$ cat config.mk
export PLATFORM = sky130hd
export DESIGN_NAME = axis_uart_rx
export DESIGN_NICKNAME = d
export VERILOG_FILES = /design/src/rtl/axis_uart_pkg.sv /design/src/rtl/axis_uart_rx_sync.sv /design/src/rtl/axis_uart_rx.sv
export SDC_FILE = /design/constraint.sdc
export NUM_CORES = 1
export LEC_CHECK = 0
export ABC_AREA = 1
export CORE_ASPECT_RATIO = 0.5
export CORE_MARGIN = 2
export CORE_UTILIZATION = 55
export DETAILED_ROUTE_END_ITERATION = 8
export PLACE_DENSITY = 0.8
export SYNTH_ARGS = -nofsm -noshare
export SYNTH_HDL_FRONTEND = slang
export SYNTH_SLANG_ARGS = --single-unit
export TNS_END_PERCENT = 30
$ cat constraint.sdc
create_clock -name clk_i -period 5.5 [get_ports clk_i]
set_clock_uncertainty 0.1 [all_clocks]
set_input_delay 0.825 -clock clk_i [delete_from_list [all_inputs] [get_ports clk_i]]
set_output_delay 0.825 -clock clk_i [all_outputs]
set_load 0.005 [all_outputs]
$ cat src/rtl/axis_uart_pkg.sv
// Shared UART definitions: frame constants, receiver/transmitter state encoding,
// the parity helper and the receiver status word.
package axis_uart_pkg;

   localparam int DATA_WIDTH    = 8;
   localparam int DIVIDER_WIDTH = 32;

   typedef enum logic [2:0] {
      UART_IDLE,
      UART_START,
      UART_DATA,
      UART_PARITY,
      UART_STOP,
      UART_WAIT
   } uart_state_e;

   typedef struct packed {
      logic overrun;
      logic frame_err;
      logic parity_err;
   } uart_rx_status_t;

   // Value the parity bit must carry for the given payload.
   function automatic logic parity_bit(input logic [DATA_WIDTH-1:0] data, input logic odd);
      return odd ? ~^data : ^data;
   endfunction

endpackage

$ cat src/rtl/axis_uart_rx_sync.sv
// Metastability synchroniser for the serial line; every stage resets to the
// idle-high level so a reset never looks like a start bit.
module axis_uart_rx_sync #(
   parameter int STAGES = 2
) (
   input  logic clk_i,
   input  logic rst_i,
   input  logic clr_i,
   input  logic d_i,
   output logic q_o
);

   logic [STAGES-1:0] sync_q;

   // NOTE: sequential state uses non-blocking assignments so every flop samples pre-edge values.
   always_ff @(posedge clk_i or posedge rst_i) begin
      if (rst_i) begin
         sync_q <= '1;
      end else if (clr_i) begin
         sync_q <= '1;
      end else begin
         sync_q <= {sync_q[STAGES-2:0], d_i};
      end
   end

   assign q_o = sync_q[STAGES-1];

endmodule

$ cat src/rtl/axis_uart_rx.sv
// UART receiver with an AXI-Stream master output. Define AXIS_UART_RX_MAJORITY_EN
// to take each bit as a 3-sample majority vote around the sample point.
module axis_uart_rx
   import axis_uart_pkg::*;
#(
   parameter int SYNC_STAGES = 2
) (
   input  logic                     clk_i,
   input  logic                     rst_i,
   input  logic [DIVIDER_WIDTH-1:0] clk_divider_i,
   input  logic                     parity_odd_i,
   input  logic                     parity_even_i,
   input  logic                     rx_reset_i,
   input  logic                     uart_rx_i,
   output logic [DATA_WIDTH-1:0]    m_axis_tdata,
   output logic                     m_axis_tuser,
   output logic                     m_axis_tvalid,
   input  logic                     m_axis_tready,
   output logic                     frame_err_o,
   output logic                     overrun_o
);

   localparam int BIT_W = $clog2(DATA_WIDTH);

`ifdef AXIS_UART_RX_MAJORITY_EN
   localparam logic [DIVIDER_WIDTH-1:0] MIN_DIV = DIVIDER_WIDTH'(4);
   localparam logic [DIVIDER_WIDTH-1:0] LAT     = DIVIDER_WIDTH'(1);
`else
   localparam logic [DIVIDER_WIDTH-1:0] MIN_DIV = DIVIDER_WIDTH'(2);
   localparam logic [DIVIDER_WIDTH-1:0] LAT     = DIVIDER_WIDTH'(0);
`endif

   logic rxs;
   logic rxs_d1_q;
   logic sample_val;

   uart_state_e             state_q,   state_d;
   logic [DIVIDER_WIDTH-1:0] count_q,  count_d;
   logic [DIVIDER_WIDTH-1:0] div_q,    div_d;
   logic [BIT_W-1:0]        bit_cnt_q, bit_cnt_d;
   logic [DATA_WIDTH-1:0]   shift_q,   shift_d;
   logic                    par_en_q,  par_en_d;
   logic                    par_odd_q, par_odd_d;
   uart_rx_status_t         status_q,  status_d;
   logic [DATA_WIDTH-1:0]   tdata_q,   tdata_d;
   logic                    tuser_q,   tuser_d;
   logic                    tvalid_q,  tvalid_d;

   logic [DIVIDER_WIDTH-1:0] half;
   logic [DIVIDER_WIDTH-1:0] target;
   logic                     strobe;
   logic                     deliver;

   axis_uart_rx_sync #(
      .STAGES(SYNC_STAGES)
   ) u_sync (
      .clk_i (clk_i),
      .rst_i (rst_i),
      .clr_i (rx_reset_i),
      .d_i   (uart_rx_i),
      .q_o   (rxs)
   );

`ifdef AXIS_UART_RX_MAJORITY_EN
   logic rxs_d2_q;

   always_ff @(posedge clk_i or posedge rst_i) begin
      if (rst_i) begin
         rxs_d1_q <= 1'b1;
         rxs_d2_q <= 1'b1;
      end else if (rx_reset_i) begin
         rxs_d1_q <= 1'b1;
         rxs_d2_q <= 1'b1;
      end else begin
         rxs_d1_q <= rxs;
         rxs_d2_q <= rxs_d1_q;
      end
   end

   // Evaluated one cycle after the nominal point: rxs is count+1, d1 is count, d2 is count-1.
   assign sample_val = (rxs_d2_q & rxs_d1_q) | (rxs_d2_q & rxs) | (rxs_d1_q & rxs);
`else
   always_ff @(posedge clk_i or posedge rst_i) begin
      if (rst_i) begin
         rxs_d1_q <= 1'b1;
      end else if (rx_reset_i) begin
         rxs_d1_q <= 1'b1;
      end else begin
         rxs_d1_q <= rxs;
      end
   end

   assign sample_val = rxs;
`endif

   assign half   = div_q >> 1;
   assign target = (state_q == UART_START) ? half - 1'b1 : div_q - 1'b1;
   // Reloading the counter with LAT keeps the bit grid fixed when the vote adds a cycle.
   assign strobe = (count_q == target + LAT);

   // NOTE: every signal written here gets a default first, so no path can infer a latch.
   always_comb begin
      state_d    = state_q;
      count_d    = count_q + 1'b1;
      div_d      = div_q;
      bit_cnt_d  = bit_cnt_q;
      shift_d    = shift_q;
      par_en_d   = par_en_q;
      par_odd_d  = par_odd_q;
      status_d   = status_q;
      status_d.overrun   = 1'b0;
      status_d.frame_err = 1'b0;
      tdata_d    = tdata_q;
      tuser_d    = tuser_q;
      tvalid_d   = tvalid_q;
      deliver    = 1'b0;

      case (state_q)
         UART_IDLE: begin
            count_d = '0;
            if (rxs_d1_q && !rxs) begin
               state_d   = UART_START;
               div_d     = (clk_divider_i < MIN_DIV) ? MIN_DIV : clk_divider_i;
               par_en_d  = parity_odd_i | parity_even_i;
               par_odd_d = parity_odd_i;
               status_d.parity_err = 1'b0;
            end
         end
         UART_START: begin
            if (strobe) begin
               count_d = LAT;
               if (sample_val) begin
                  state_d = UART_IDLE;
               end else begin
                  state_d   = UART_DATA;
                  bit_cnt_d = '0;
               end
            end
         end
         UART_DATA: begin
            if (strobe) begin
               count_d   = LAT;
               shift_d   = {sample_val, shift_q[DATA_WIDTH-1:1]};
               bit_cnt_d = bit_cnt_q + 1'b1;
               if (bit_cnt_q == BIT_W'(DATA_WIDTH - 1)) begin
                  state_d = par_en_q ? UART_PARITY : UART_STOP;
               end
            end
         end
         UART_PARITY: begin
            if (strobe) begin
               count_d = LAT;
               status_d.parity_err = (sample_val != parity_bit(shift_q, par_odd_q));
               state_d = UART_STOP;
            end
         end
         UART_STOP: begin
            if (strobe) begin
               count_d = '0;
               if (sample_val) begin
                  deliver = 1'b1;
                  state_d = UART_IDLE;
               end else begin
                  status_d.frame_err = 1'b1;
                  state_d = UART_WAIT;
               end
            end
         end
         UART_WAIT: begin
            count_d = '0;
            if (rxs) begin
               state_d = UART_IDLE;
            end
         end
         default: begin
            state_d = UART_IDLE;
            count_d = '0;
         end
      endcase

      if (tvalid_q && m_axis_tready) begin
         tvalid_d = 1'b0;
      end
      // A full register with no handshake this cycle keeps the old byte.
      if (deliver) begin
         if (tvalid_q && !m_axis_tready) begin
            status_d.overrun = 1'b1;
         end else begin
            tvalid_d = 1'b1;
            tdata_d  = shift_q;
            tuser_d  = status_q.parity_err;
         end
      end

      if (rx_reset_i) begin
         state_d   = UART_IDLE;
         count_d   = '0;
         div_d     = '0;
         bit_cnt_d = '0;
         shift_d   = '0;
         par_en_d  = 1'b0;
         par_odd_d = 1'b0;
         status_d  = '0;
         tdata_d   = '0;
         tuser_d   = 1'b0;
         tvalid_d  = 1'b0;
      end
   end

   always_ff @(posedge clk_i or posedge rst_i) begin
      if (rst_i) begin
         state_q   <= UART_IDLE;
         count_q   <= '0;
         div_q     <= '0;
         bit_cnt_q <= '0;
         shift_q   <= '0;
         par_en_q  <= 1'b0;
         par_odd_q <= 1'b0;
         status_q  <= '0;
         tdata_q   <= '0;
         tuser_q   <= 1'b0;
         tvalid_q  <= 1'b0;
      end else begin
         state_q   <= state_d;
         count_q   <= count_d;
         div_q     <= div_d;
         bit_cnt_q <= bit_cnt_d;
         shift_q   <= shift_d;
         par_en_q  <= par_en_d;
         par_odd_q <= par_odd_d;
         status_q  <= status_d;
         tdata_q   <= tdata_d;
         tuser_q   <= tuser_d;
         tvalid_q  <= tvalid_d;
      end
   end

   assign m_axis_tdata  = tdata_q;
   assign m_axis_tuser  = tuser_q;
   assign m_axis_tvalid = tvalid_q;
   assign frame_err_o   = status_q.frame_err;
   assign overrun_o     = status_q.overrun;

endmodule

# --- Word-level counts from Yosys, hierarchy flattened ---
# Cells that the tools add are included.
word_totals:
  ff_bits: 96
  latchBits: 0
  ram_bits: 0
  mem_bits_ro: 0
  output_inout_bits: 12
  wordCells: 119
  memories: 0
classes:
  n_addsub: 4
  mul: 0
  div_mod_pow: 0
  order_cmp: 1
  n_eq_ne: 17
  n_shift: 0
  muxes: 59
  bitwise_logic: 1
  n_reduce_logical: 22
ops:
  columns: ["cell", "n"]
  rows:
  - ["$mux W32", 8]
  - ["$mux W8", 6]
  - ["$mux W3", 15]
  - ["$add A32 B1 Y32 const B", 1]
  - ["$eq A32 B32 Y1", 1]
  - ["$lt A32 B2 Y1 const B", 1]
  - ["$sub A31 B1 Y32 const B", 1]
  - ["$sub A32 B1 Y32 const B", 1]
  - ["$mux W1", 25]
  - ["$ne A3 B3 Y1 const B", 7]
  - ["$pmux W3 S6", 1]
  - ["$reduce_bool A2 Y1", 5]
  - ["$eq A3 B3 Y1 const B", 3]
  - ["$reduce_xnor A8 Y1", 1]
  - ["$reduce_xor A8 Y1", 1]
  - ["$reduce_and A7 Y1", 1]
  - ["$eq A3 B2 Y1 const B", 2]
  - ["$pmux W3 S2", 1]
  - ["$reduce_and A2 Y1", 3]
  - ["$reduce_bool A3 Y1", 2]
  - ["$mux W2", 2]
  - ["$reduce_and A4 Y1", 1]
  - ["$reduce_or A4 Y1", 1]
  - ["$add A3 B1 Y3 const B", 1]
  - ["10 further kinds", 13]

# --- Longest topological paths before layout ---
depth:
  word_depth: 7
  mapped_depth: 23

# --- Cells and area by module ---
# From an unflattened synthesis, not the netlist that was laid out.
hier_totals:
  cells_unflattened: 1073
  hier_area_um2: 6920.4
by_module_without_submodules:
  columns: ["mod", "instances", "cells_per_inst", "area_per_inst_um2", "seq_area_each_um2"]
  rows:
  - ["axis_uart_rx", 1, 1065, 6845.3, 2353.5]
  - ["axis_uart_rx_sync", 1, 8, 75.1, 52.6]

# --- Worst setup path after synthesis ---
# Ideal clock, no wire load.
synth_path:
  path_kind: "flip-flop to flip-flop"
  from: "register state_q[2]"
  to: "register count_q[11]"
  setup_time_ps: 121
  t_arrival_ps: 2561
  t_required_ps: 5279
  setup_slack_ps: 2718
  path_stages_with_launch: 23
  path_buffers: 2
  synth_period_minus_slack_ps: 2782
  cell_sequence: "dfrtp_1 > inv_2 > nand3_2 > buf_6 > nand2_2 > nand2_2 > ha_1 > nand3_1 > nor2_4 > nand2_1 > nor2_2 > nand2_1 > nand2_1 > nand2_1 > inv_1 > nand2_1 > nor2_1 > nand2_1 > nor2_2 > nand2_2 > nand3_4 > buf_2 > nor2_1"
synth_between:
  elab_chain_len: 6
  elab_cells_between_ends: 10
synth_lines:
  columns: ["element", "line", "rtl"]
  rows:
  - ["from (decl)", "axis_uart_rx.sv:37", "uart_state_e state_q, state_d;"]
  - ["from (signal assigned)", "axis_uart_rx.sv:224", "state_q <= state_d;"]
  - ["$eq A3 B1 Y1", "axis_uart_rx.sv:97, axis_uart_rx.sv:118", null]
  - ["$mux W32", "axis_uart_rx.sv:97", "assign target = (state_q == UART_START) ? half - 1'b1 : div_q - 1'b1;"]
  - ["$eq A32 B32 Y1", "axis_uart_rx.sv:99", "assign strobe = (count_q == target + LAT);"]
  - ["$mux W32", null, null]
  - ["$mux W32 *", null, null]
  - ["$mux W32 *", "axis_uart_rx.sv:195", "if (rx_reset_i) begin"]
  - ["via count_d[11]", "axis_uart_rx.sv:38", "logic [DIVIDER_WIDTH-1:0] count_q, count_d;"]
  - ["to (signal assigned)", "axis_uart_rx.sv:225", "count_q <= count_d;"]
  - ["to (decl)", "axis_uart_rx.sv:38", null]
# The timed path passes the listed nets; every way through them passes the cells marked *.
# A chain may end at the register's enable or synchronous reset.

# --- Worst setup path in the final report ---
layout_path:
  from: "register state_q[2]"
  to: "register tdata_q[4] (netlist: m_axis_tdata[4])"
layout_between:
  elab_chain_len: 7
  elab_cells_between_ends: 8
layout_lines:
  columns: ["element", "line", "rtl"]
  rows:
  - ["$eq A3 B1 Y1", "axis_uart_rx.sv:97", null]
  - ["$mux W32", "axis_uart_rx.sv:97", null]
  - ["$eq A32 B32 Y1", "axis_uart_rx.sv:99", null]
  - ["$mux W1", "axis_uart_rx.sv:158", "if (strobe) begin"]
  - ["$mux W1 *", "axis_uart_rx.sv:118", "case (state_q)"]
  - ["$reduce_bool A2 Y1 (no source line) *", null, null]
  - ["$reduce_and A2 Y1 (no source line) *", null, null]
  - ["to (signal assigned)", "axis_uart_rx.sv:232", "tdata_q <= tdata_d;"]
  - ["to (decl)", "axis_uart_rx.sv:45", "logic [DATA_WIDTH-1:0] tdata_q, tdata_d;"]
# Every way passes the cells marked *; elsewhere a longest branch is shown, timed or not.

==> results.toml <==
[status]
status = "completed"

[cts]
htree_levels = 3
cts_resized = 0
cts_buffers = 9
cts_sinks = 96
clk_path_buf_depth = 2
cts_tree = "yes"
cts.clk_slew.worst_paths_ns = 0.08
postCtsSetupBuffers = 0
insertion_delay_ns = 0.35
cts_hold_buf = 0
root_buffer = "clkbuf_16"

[sta]
finalSetupTns_ns = 0
hold_ws_ns = 0.425
finalSetupViolations = 0
fin_crit_ns = 4.49
worst_pin_slew_ns = 1.18
finalCritPeriodShare_pct = 81.7
rsz0062_at_grt = "no"
clock.fmax_mhz = 223
relSlewSlack_pct = 21.3
hold_violations = 0
slew_viol_final = 0

[synthesis]
yosysTopAreaCell = "dfrtp_1"
synth-compound-area-share_pct = 5.19
synthTopCellsByCount = "nand2_1 (387), inv_1 (129), nor2_1 (123), nand3_1 (110), dfrtp_1 (93)"
ys_ff_latch = 96
netlist_area_um2 = 7080
synthAdderAreaFrac_pct = 0.707
yosysMostFrequentCell = "nand2_1"
ys_warn_count = 0
async_flop_share_pct = 100
synth_seq_area_share_pct = 34.0
syn_inst = 1106
netlist-cell-type-count = 39
synth-edff-count = 0
synthMuxAreaShare_pct = 0
yosys.area.top_type_share_pct = 32.9
synth_flop_cell = "dfrtp_1"
synth_nets = 1149
synth_top_family_by_area = "simple AND/OR/NAND/NOR gates"
synth_area_per_cell_um2 = 6.40
synthTopCellsByArea = "dfrtp_1 (33%), nand2_1 (21%), nand3_1 (7.8%)"
synthSimpleGateAreaFrac_pct = 45.8
synth_xor_area_share_pct = 4.70

[die]
ios = 51
start_util_pct = 56.1
core_area_um2 = 12600
fp.dieW_um = 164
die_area_um2 = 13900
die_height_um = 84.2
rows = 29

[hold_path]
hold_path_startpoint = "bit_cnt_q[1]"
hp-class = "register to register"

[global_route]
grt_overflow = 0
first_global_vias = 6749
antenna_found_initial = 0
grtUsageTotal_pct = 29.1
grt_pass1_wl_um = 32200
grt_max_degree = 55

[critical_path]
crit_path_start_kind = "register"
required_ns = 5.64
slowest_stage = "nand3_2"
cp_top_family = "simple AND/OR/NAND/NOR gates"
cp_data_arrival_time_ns = 4.63
startpoint = "state_q[2]"
cpMostUsedCell = "nand2_1"
cp_num_buf_inv = 1
cp_cell_sequence = "inv_2 > nand3_2 > nand2_2 > nand2_2 > ha_1 > nand3_1 > nor2_4 > nand3_1 > nand2_1 > nand2_1 > nand2_1 > nor2_1 > nand2_1 > nor2_1 > nand2_1 > nor2_4 > nand4_2 > nand3_1 > nand2_1"
crit_path_end_kind = "register"
path_class = "register to register"
r2r_start = "state_q[2]"
path_max_fanout = 43
critPathMaxStageDelay_ns = 0.76

[final_layout]
postLayoutCellArea_um2 = 7950
drive_gt1_share_pct = 6.71
fill_cells = 1213
antenna_cells = 0
area.growth.synth_to_final_pct = 12.3
stdcell_count = 1318
register_area_um2 = 2410
fin_nets = 1186
multi_input_area_um2 = 4000
utilization_pct = 63.0

[flow_run]
cap_violations = 0

[power_and_ir_drop]
ir_worst_vdd_mv = 0.287
pwr-share-comb_pct = 54.1
pwr-share-seq_pct = 25.7
switchingPower_mw = 1.57
powerDensity_nw_per_um2 = 398
switching_share_pct = 49.5
internal_power_mw = 1.60
leakage_nw = 3.88
pwr-share-clk_pct = 20.2

[route]
detail-route-antenna-nets = 0
drt_wl_total_um = 19400
drc_errors = 0
viasPerCell = 5.49
dr.pass1.iters = 5
vias = 7236
wl_per_cell_um = 14.7
drt_iter0_markers = 599

[placed_design]
dp_hpwl_um = 15000
portBuffers = 50
placed_area_um2 = 7650
placedCellCount = 1302
gp_congestion = 0.988
[routing by layer]
layer	GRT usage [%]	part of all wire [%]	wire length, um
met5	0	0	0
met4	6.72	1.4	272
met3	4.74	7.1	1370
met2	46.3	44	8570
met1	41.9	47	9150
[cells by family (layout without fill, tap and decap cells)]
kind of cell | after synthesis | count (layout)
AND/OR/NAND/NOR | 736 | 736
buffers and inverters | 162 | 204
AO/OA/AOI/OAI | 70 | 70
XOR/XNOR | 38 | 38
flip-flops | 96 | 96
adder cells (fa/ha/maj) | 4 | 4
[tightest hold or removal path: cells and delay by family (launching register included)]
| kind | cells | cell delay [ns] |
|---|---|---|
| AND/OR/NAND/NOR | 2 | 0.15 |
| flip-flops | 1 | 0.35 |
[power by group through the flow]
stage / combinational, mW / clock [mW] / sequential [mW]
floorplan: 1.34 / 0 / 0.803
global placement: 1.65 / 0 / 0.821
detailed placement: 1.65 / 0 / 0.823
CTS: 1.67 / 0.647 / 0.810
global route: 1.92 / 0.682 / 0.818
finish: 1.71 / 0.638 / 0.811
[flip-flops by register name (all words and copies together) (netlist names), 2 cells and up]
signal and flops:
u_sync.sync_q 2, state_q 3, count_q 32, bit_cnt_q 3
m_axis_tdata 8, shift_q 8, div_q 32
[cells in the final DEF (no fill, tap or decap), types with 14 or more instances in the layout]
cell,count
clkdlybuf4s50_1,50
nand2_2,14
nor4_1,14
o21ai_0,50
nor3_1,16
dfrtp_1,93
nand3_1,110
nand2_1,387
nor2_1,122
nor2_2,16
xor2_1,31
inv_1,128
nand4_1,27
[path summary, 6_finish.rpt]
kind | slack [ns] | cells after the start | to
max reg2reg | 1.01 | 19 | m_axis_tdata[4]
max | 1.01 | 19 | m_axis_tdata[4]
min in group asynchronous | 0.76 | 2 | bit_cnt_q[1]
min reg2reg | 0.43 | 2 | bit_cnt_q[1]
max in group asynchronous | 3.45 | 3 | count_q[13]
min | 0.43 | 2 | bit_cnt_q[1]
[final cells by class]
class,instances,share of cell area [%]
Multi-Input combinational cell,848,50.3
Sequential cell,96,30.3
Timing Repair Buffer,54,6.67
Inverter,134,6.36
Clock buffer,10,3.00
Tap cell,170,2.67
Clock inverter,6,0.771
[per-stage QoR]
stage | worst slack (ns) | total power [mW]
detailed placement | 1.18 | 2.48
finish | 1.01 | 3.16
global route | 0.635 | 3.42
CTS | 1.13 | 3.13
global placement | 1.28 | 2.47
floorplan | 2.07 | 2.14
Power figures use the tool's default switching activity.
